--- config.mk ---
export PLATFORM = sky130hd
export DESIGN_NAME = fetch_stage_flat
export DESIGN_NICKNAME = d
export VERILOG_FILES = /design/src/rtl/cpu_pkg.sv /design/src/rtl/fetch_stage_if.sv /design/src/rtl/fetch_skid.sv /design/src/rtl/fetch_stage.sv /design/src/flat_wrapper.sv
export SDC_FILE = /design/constraint.sdc
export NUM_CORES = 1
export LEC_CHECK = 0
export ABC_AREA = 1
export BUFFER_PORTS_ARGS = -buffer_cell sky130_fd_sc_hd__buf_2
export CAP_MARGIN = 30
export CORE_UTILIZATION = 40
export CTS_BUF_LIST = sky130_fd_sc_hd__clkbuf_4
export DETAILED_ROUTE_END_ITERATION = 10
export PLACE_DENSITY_LB_ADDON = 0.1
export SKIP_CTS_REPAIR_TIMING = 1
export SLEW_MARGIN = 0
export SYNTH_ARGS = -nofsm -noshare
export SYNTH_HDL_FRONTEND = slang
export SYNTH_SLANG_ARGS = --single-unit
export TNS_END_PERCENT = 100
--- constraint.sdc ---
create_clock -name clk -period 10.3 [get_ports clk]
set_input_delay 1.545 -clock clk [delete_from_list [all_inputs] [get_ports clk]]
set_output_delay 1.545 -clock clk [all_outputs]
set_load 0.1 [all_outputs]
--- src/rtl/cpu_pkg.sv ---
// cpu_pkg: shared fetch-stage constants, state type and opcode helper
package cpu_pkg;
  localparam logic [3:0] OP_HLT = 4'hF;
  localparam logic [15:0] PC_INC = 16'd2;
  localparam logic [15:0] RESET_PC = 16'h0000;
  typedef enum logic [1:0] {REQ, DROP, HALT} fetch_state_t;
  function automatic logic isHalt(input logic [15:0] inst);
    return inst[15:12] == OP_HLT;
  endfunction
endpackage

--- src/rtl/fetch_stage_if.sv ---
// fetch_stage_if: instruction memory request/response bus
interface fetch_stage_if;
  logic imem_req;
  logic [15:0] imem_addr;
  logic imem_ack;
  logic [15:0] imem_rdata;
  modport master(output imem_req, imem_addr, input imem_ack, imem_rdata);
  modport slave(input imem_req, imem_addr, output imem_ack, imem_rdata);
endinterface

--- src/rtl/fetch_skid.sv ---
// fetch_skid: one-entry buffer holding a response that arrived while decode was stalled
module fetch_skid (
  input  logic        clk,
  input  logic        rst,
  input  logic        load,
  input  logic        drain,
  input  logic        clear,
  input  logic [15:0] loadInst,
  input  logic [15:0] loadPc,
  output logic        full,
  output logic [15:0] inst,
  output logic [15:0] pc
);
  always_ff @(posedge clk or posedge rst)
    if (rst) begin
      full <= 1'b0;
      inst <= '0;
      pc <= '0;
    end else begin
      full <= !clear && (load || (full && !drain));
      if (load) begin
        inst <= loadInst;
        pc <= loadPc;
      end
    end
endmodule

--- src/rtl/fetch_stage.sv ---
// fetch_stage: PC, fetch FSM and IF/ID register; redirects squash in-flight
// responses by waiting out the old request in DROP.
module fetch_stage
  import cpu_pkg::*;
(
  input  logic          clk,
  input  logic          rst,
  input  logic          stall,
  input  logic          br_taken,
  input  logic [15:0]   br_target,
  fetch_stage_if.master imem,
  output logic [15:0]   if_inst,
  output logic [15:0]   if_pc,
  output logic [15:0]   if_pcinc,
  output logic          if_valid,
  output logic          halt_fetched
);
  fetch_state_t state, nextState;
  logic [15:0] pc, dropAddr, skidInst, skidPc, loadInst, loadPc;
  logic skidFull, accept, fetchOk, skidLoad, drain, ifLoad;

  fetch_skid skid (
    .clk(clk), .rst(rst), .load(skidLoad), .drain(drain), .clear(br_taken),
    .loadInst(imem.imem_rdata), .loadPc(pc), .full(skidFull), .inst(skidInst), .pc(skidPc)
  );

  always_ff @(posedge clk or posedge rst)
    if (rst) state <= REQ;
    else state <= nextState;

  always_comb begin
    imem.imem_req = !rst && (state == DROP || (state == REQ && !skidFull));
    imem.imem_addr = state == DROP ? dropAddr : pc;
    accept = imem.imem_req && imem.imem_ack;
    fetchOk = accept && state == REQ;
    drain = !br_taken && !stall && skidFull;
    skidLoad = !br_taken && stall && fetchOk;
    ifLoad = drain || (!br_taken && !stall && fetchOk);
    loadInst = drain ? skidInst : imem.imem_rdata;
    loadPc = drain ? skidPc : pc;
    nextState = br_taken ? (imem.imem_req && !imem.imem_ack ? DROP : REQ)
              : ifLoad && isHalt(loadInst) ? HALT
              : state == DROP && accept ? REQ : state;
  end

  // in DROP the held address is re-captured unchanged, so a second redirect only moves pc
  always_ff @(posedge clk or posedge rst)
    if (rst) begin
      pc <= RESET_PC;
      dropAddr <= RESET_PC;
      if_inst <= '0;
      if_pc <= '0;
      if_pcinc <= '0;
      if_valid <= 1'b0;
      halt_fetched <= 1'b0;
    end else if (br_taken) begin
      pc <= br_target;
      dropAddr <= imem.imem_addr;
      if_valid <= 1'b0;
      halt_fetched <= 1'b0;
    end else begin
      if (fetchOk) pc <= pc + PC_INC;
      if (!stall) if_valid <= ifLoad;
      if (ifLoad) begin
        if_inst <= loadInst;
        if_pc <= loadPc;
        if_pcinc <= loadPc + PC_INC;
      end
      if (ifLoad && isHalt(loadInst)) halt_fetched <= 1'b1;
    end
endmodule

--- src/flat_wrapper.sv ---
// flat-port wrapper written by rule: the top's interface ports become plain ports
module fetch_stage_flat import cpu_pkg::*;
  (clk, rst, stall, br_taken, br_target, if_inst, if_pc, if_pcinc, if_valid, halt_fetched, imem_imem_req, imem_imem_addr, imem_imem_ack, imem_imem_rdata);
  fetch_stage_if imem_i ();
  input  logic clk;
  input  logic rst;
  input  logic stall;
  input  logic br_taken;
  input  logic [15:0] br_target;
  output logic [15:0] if_inst;
  output logic [15:0] if_pc;
  output logic [15:0] if_pcinc;
  output logic if_valid;
  output logic halt_fetched;
  output wire logic [$bits(imem_i.imem_req)-1:0] imem_imem_req;
  output wire logic [$bits(imem_i.imem_addr)-1:0] imem_imem_addr;
  input wire logic [$bits(imem_i.imem_ack)-1:0] imem_imem_ack;
  input wire logic [$bits(imem_i.imem_rdata)-1:0] imem_imem_rdata;
  assign imem_imem_req = imem_i.imem_req;
  assign imem_imem_addr = imem_i.imem_addr;
  assign imem_i.imem_ack = imem_imem_ack;
  assign imem_i.imem_rdata = imem_imem_rdata;
  fetch_stage u_core (.clk(clk), .rst(rst), .stall(stall), .br_taken(br_taken), .br_target(br_target), .imem(imem_i), .if_inst(if_inst), .if_pc(if_pc), .if_pcinc(if_pcinc), .if_valid(if_valid), .halt_fetched(halt_fetched));
endmodule
==> summary.txt, run 1 <==
GRT
  • M3 GR Usage: 4.96%
  • Remaining global-route overflow: 0
  • GR Util met2: 31.3%
  • Initial antenna violation count: 1
  • Vias in the first global route: 4919
  • First-pass GRT wire length: 24300 um
  • Largest net degree at the start of global routing: 67
  • GRT Resource Usage Total: 21.2%
  • GR peak layer: met2
  • Met1 GRT Util: 30.4%

STA
  • Aggregate negative setup slack: 0 ps
  • Slew margin rel.: 40.3%
  • Slew Limit Fails: 0
  • Final period util: 40.6%
  • Final setup vio count: 0
  • Fmax: 0.239 GHz
  • Hold Fails Final Rpt: 0
  • Clk_skew: 15.0 ps
  • Worst slew pin tran: 894 ps
  • RSZ-0062 raised after global routing: no
  • Crit path time final: 4180 ps

Place
  • Dpl hpwl: 9890 um
  • Dpl cells: 986
  • Number of port buffers: 103
  • Post-DP Area: 6310 um^2
  • Final GP Congestion: 0.821

Synthesis
  • Leading area contributor after synthesis: dfrtp_1
  • Cell with the most instances after synthesis: nand2_1
  • Top cells by area, synth: dfrtp_1, nand2_1, nand3_1
  • Top cells by count, synth: nand2_1, dfrtp_1, nor2_1, nand3_1, o21ai_0
  • Post-synth ARST share: 100%
  • Seq/Total Area, Yosys: 50.6%
  • Synth warn: 0
  • Synthesized Nets: 777
  • EDFF count, synth: 0
  • Yosys cell types: 32
  • Top-area cell type share of the netlist area: 50.6%
  • Ys flop type: dfrtp_1
  • Cells after synthesis: 738
  • Mapped Area: 5730 um^2
  • Register bit total from synthesis: 116
  • Mean post-synth cell area: 7.77 um^2

Clock tree
  • TritonCTS Buffers: 17
  • CTS Buffer Depth: 2
  • TritonCTS clock tree: built
  • Clock slew at reported path FFs: 100 ps
  • Clk_lat worst skew: 550 ps
  • CTS Root Cell: clkbuf_4
  • H-tree levels: 4
  • # clock sinks: 116

Setup path
  • Crit Path Max Fanout: 52
  • Crit Path Category: input pin to flip-flop
  • Worst setup EP type: flip-flop
  • Arrival time at the worst endpoint: 4620 ps
  • CP Launch Type: input pin
  • WP data required: 10740 ps

Power and ir drop
  • Leakage power: 3.44 nW
  • PnR Total Power: 1.73 mW
  • PD cells: 261 nW/um^2
  • Max IR drop VDD: 0.0903 mV

Hold path
  • Hold Path Class: flip-flop to flip-flop

Floorplanning
  • Die Span X: 122 um
  • Core Rows: 43
  • Chip height: 122 um
  • Boundary pin count: 104
  • Initial core utilization: 41.2%
  • Core region area: 13900 um^2
  • Die area: 14800 um^2

Drt
  • Initial drt markers: 398
  • Remaining DRCs: 0
  • DRT Pass-1 Iters: 8
  • Routed WL: 14400 um
  • Routed vias/inst: 4.95
  • Wire length per cell: 14.1 um
  • Via count: 5040
  • Remaining antenna violation count: 0

Final layout
  • Layout cells sized above 1: 18.4%
  • Fin util: 47.5%
  • Post-route insts no fill: 1019
  • Area delta synth->final: 15.4%
  • Design area: 6620 um^2
  • # nets final: 864

Flow run
  • Max-cap violations: 0

Status
  • Status: completed
[layer usage]
metal	part of all wire, %	vias to the layer above
met1	50	2360
met5	0	-
met4	1.1	0
met2	43	130
met3	5.2	10
li1	-	2540
[state kept, by name, summed over array words and instances (netlist names), 2 cells and up]
name / flops
u_core.dropAddr: 16
u_core.if_inst: 16
u_core.if_pc: 15
u_core.if_pcinc: 16
u_core.pc: 16
u_core.skid.inst: 16
u_core.skid.pc: 16
u_core.state: 2
[layout by cell type (no fill, tap or decap), drive strengths merged]
cell type and n:
clkinvlp 1, dfrtp 116, o21a 3, nand2 254
a31oi 15, and3 1, a21oi 14, nand4 6
nand3b 4, clkbuf 19, nor2 75, clkinv 8
or2 3, nor3 4, o211ai 5, o21ai 64
inv 60, o221ai 2, bufinv 4, ha 2
xnor2 1, buf 105, diode 1, nand3 64
xor2 8
[final timing paths]
path                                   startpoint                   end  slack [ps]  cells after the start
worst min-delay path            u_core.skid.pc[3]     u_core.skid.pc[3]         480                      2
worst max register to register   u_core.skid.full    u_core.if_pcinc[9]        7360                      8
worst min register to register  u_core.skid.pc[3]     u_core.skid.pc[3]         480                      2
min in group asynchronous                     rst  u_core.skid.inst[15]        1160                      2
max in group asynchronous                     rst      u_core.if_pc[13]        7980                      3
worst max-delay path                     br_taken    u_core.if_pcinc[9]        6120                      7
[per-stage QoR]
step	hold slack [ps]	setup slack, ps
after global routing	508	5680
after floorplan	443	5680
final	483	6120
after global placement	454	5610
after CTS	484	6110
after detailed placement	460	5520
[cell type report]
type / count / area, um^2
Fill cell: 1451 / 7320
Sequential cell: 116 / 2900
Multi-Input combinational cell: 525 / 2400
Timing Repair Buffer: 105 / 551
Inverter: 60 / 228
Tap cell: 180 / 225
Clock inverter: 13 / 164
Clock buffer: 19 / 143
Antenna cell: 1 / 2.50
[kinds of logic (layout without fill, tap and decap cells)]
kind of cell	after synthesis	count (layout)	share of synthesized area [%]
other	0	1	0
AND/OR/NAND/NOR	411	411	30.3
buffers and inverters	97	197	7.46
XOR/XNOR	9	9	1.37
adder cells (fa/ha/maj)	2	2	0.436
AO/OA/AOI/OAI	103	103	9.80
flip-flops	116	116	50.6
[worst max-delay path, cell delays in order]
cell and delay (ps):
buf_2 370, nor2_4 780, nand2_2 660, inv_2 850, nand2_1 150, a21oi_1 160
nor2_1 60
[power by group]
part,internal [mW],total [mW],switching (mW),leakage [nW]
Combinational,0.118,0.742,0.624,1.85
Sequential,0.555,0.619,0.0635,1.42
Clock,0.193,0.367,0.174,0.168
Note: power is estimated with default switching activity, not from simulation.
==> inputs of run 2 (changes only) <==
==> constraint.sdc (replaced) <==
create_clock -name clk -period 3.6 [get_ports clk]
set_input_delay 0.54 -clock clk [delete_from_list [all_inputs] [get_ports clk]]
set_output_delay 0.54 -clock clk [all_outputs]
set_load 0.1 [all_outputs]
==> summary.txt, run 2 (same netlist as run 1, synthesis figures left out) <==
Status
  • Status: completed

GRT
  • Remaining global-route overflow: 0 (unchanged)
  • Largest net degree at the start of global routing: 65 (-3.0%)
  • Vias in the first global route: 4825 (-1.9%)
  • GRT Resource Usage Total: 20.9% (-0.36 points)
  • First-pass GRT wire length: 23800 um (-2.0%)
  • Initial antenna violation count: 0 (-1)

Final layout
  • # nets final: 870 (+0.69%)
  • Filler cells: 1451 (unchanged)
  • Antenna diodes: 0 (-1)
  • Post-route insts no fill: 1023 (+0.39%)
  • Layout cells sized above 1: 18.7% (+0.37 points)
  • Design area: 6630 um^2 (about the same)
  • Most common cell after layout, fill and taps aside: nand2_1
  • Commonest non-fill, non-tap cells in the layout: nand2_1, dfrtp_1, buf_2
  • Area delta synth->final: 15.5% (about the same)

Clock tree
  • Clk_lat worst skew: 530 ps (-20 ps)
  • CTS Buffer Depth: 2 (unchanged)
  • # clock sinks: 116 (unchanged)
  • TritonCTS clock tree: built
  • H-tree levels: 4 (unchanged)
  • CTS Root Cell: clkbuf_4
  • Clock slew at reported path FFs: 100 ps (about the same)
  • TritonCTS Buffers: 17 (unchanged)

Drt
  • Wire length per cell: 13.7 um (-3.1%)
  • Remaining DRCs: 0 (unchanged)
  • Routed vias/inst: 4.92 (-0.55%)
  • DRT Pass-1 Iters: 5 (-3)
  • Routed WL: 14000 um (-2.8%)
  • Via count: 5032 (-0.16%)
  • Remaining antenna violation count: 0 (unchanged)
  • Initial drt markers: 341 (-14%)

Power and ir drop
  • Leakage power: 3.44 nW (+0.17%)
  • PnR Total Power: 4.84 mW (+180%)
  • Max IR drop VDD: 0.347 mV (+280%)
  • PD cells: 730 nW/um^2 (+180%)

Setup path
  • Worst setup EP type: primary output
  • CP Launch Type: flip-flop
  • WP data required: 3060 ps (-7680 ps)
  • Reg2Reg Depth: 9 (+1)
  • Arrival time at the worst endpoint: 2510 ps (-2110 ps)
  • Origin of the critical flop-to-flop path: u_core.state[1]
  • Slowest CP cell: nand2_1
  • Crit Path Max Fanout: 32 (-38%)
  • R2r endpoint: u_core.skid.pc[11]
  • Crit Path Category: flip-flop to primary output
  • Worst path max stage delay: 520 ps (-330 ps)
  • Cell chain of the critical path: inv_1 -> nand2_1 -> o21ai_0 -> buf_2
  • Reg-to-reg slack, setup: 1450 ps (-5910 ps)

Flow run
  • Max-cap violations: 0 (unchanged)

Floorplanning
  • Boundary pin count: 104 (unchanged)
  • Chip height: 122 um (unchanged)
  • Die Span X: 122 um (unchanged)
  • Die area: 14800 um^2 (unchanged)
  • Initial core utilization: 41.2% (unchanged)
  • Core Rows: 43 (unchanged)
  • Core region area: 13900 um^2 (unchanged)

Place
  • Dpl hpwl: 10100 um (+2.1%)
  • Post-DP Area: 6350 um^2 (+0.61%)
  • Number of port buffers: 103 (unchanged)
  • Dpl cells: 992 (+0.61%)
  • Final GP Congestion: 0.802 (-2.3%)

STA
  • Aggregate negative setup slack: 0 ps (unchanged)
  • Final period util: 84.7%
  • Worst slew pin tran: 901 ps (+7.55 ps)
  • Hold Fails Final Rpt: 0 (unchanged)
  • RSZ-0062 raised after global routing: no
  • Final setup vio count: 0 (unchanged)
  • Slew Limit Fails: 0 (unchanged)
  • Clk_skew: 18.4 ps (+3.40 ps)
  • Fmax: 0.328 GHz
  • Crit path time final: 3050 ps
  • Slew margin rel.: 39.8% (-0.50 points)
  • Final hold slack: 28.2 ps (-455 ps)

Hold path
  • Hold Path Class: input pin to async pin
==> run 2: cell types whose count changed in the layout (fill, tap and decap cells not counted) <==
cell,before,now
clkinv_2,5,4
inv_4,1,0
clkinv_4,0,1
buf_4,1,7
clkinv_1,3,4
diode_2,1,0
buf_16,1,0
bufinv_16,4,3
clkinvlp_4,1,2
clkbuf_4,19,18
buf_12,0,1
==> run 2: cell type report <==
type | instances | area (um^2) | share of cell area (%)
clock buffers | 18 | 135 | 2.04
repair buffers | 111 | 588 | 8.88
flip-flops and latches | 116 | 2900 | 43.8
multi-input cells | 525 | 2400 | 36.3
well taps | 180 | 225 | 3.40
clock inverters | 13 | 141 | 2.13
inverters | 60 | 229 | 3.46
==> run 2: per-layer routing <==
metal | vias to the layer above | global-route usage, % | wire [um]
met5 | - | 0 | 0
met4 | 0 | 8.10 | 238
met3 | 18 | 5.48 | 794
met2 | 126 | 30.2 | 5990
met1 | 2338 | 29.7 | 6960
li1 | 2550 | - | -
==> run 2: worst max path at each step <==
stage                          from                   to  slack, ps
detailed placement         br_taken   u_core.if_pcinc[9]       1090
global placement           br_taken  u_core.if_pcinc[15]       1140
CTS                 u_core.state[1]   imem_imem_addr[14]        470
floorplan           u_core.state[1]   imem_imem_addr[11]        180
global route        u_core.state[1]    imem_imem_addr[6]        340
finish              u_core.state[1]   imem_imem_addr[14]        550
==> run 2: stage by stage <==
step           worst slack, ps  util, %
3_5_place_dp              1090     45.6
5_1_grt                    336     47.5
4_1_cts                    467     47.5
3_3_place_gp              1140     45.6
2_1_floorplan              183        -
6_report                   551     47.5
==> run 2: critical path, delay by kind of cell, from the launching register on <==
kind                   cells  cell delay [ps]
buffers and inverters      2              570
and+or+nand+nor            1              520
DFF                        1              410
AOI/OAI and AO/OA          1              480
==> run 2: where the power goes <==
group | internal [mW] | total, mW | switching, mW
Clock | 0.472 | 0.953 | 0.482
Sequential | 1.59 | 1.77 | 0.177
Combinational | 0.339 | 2.12 | 1.78
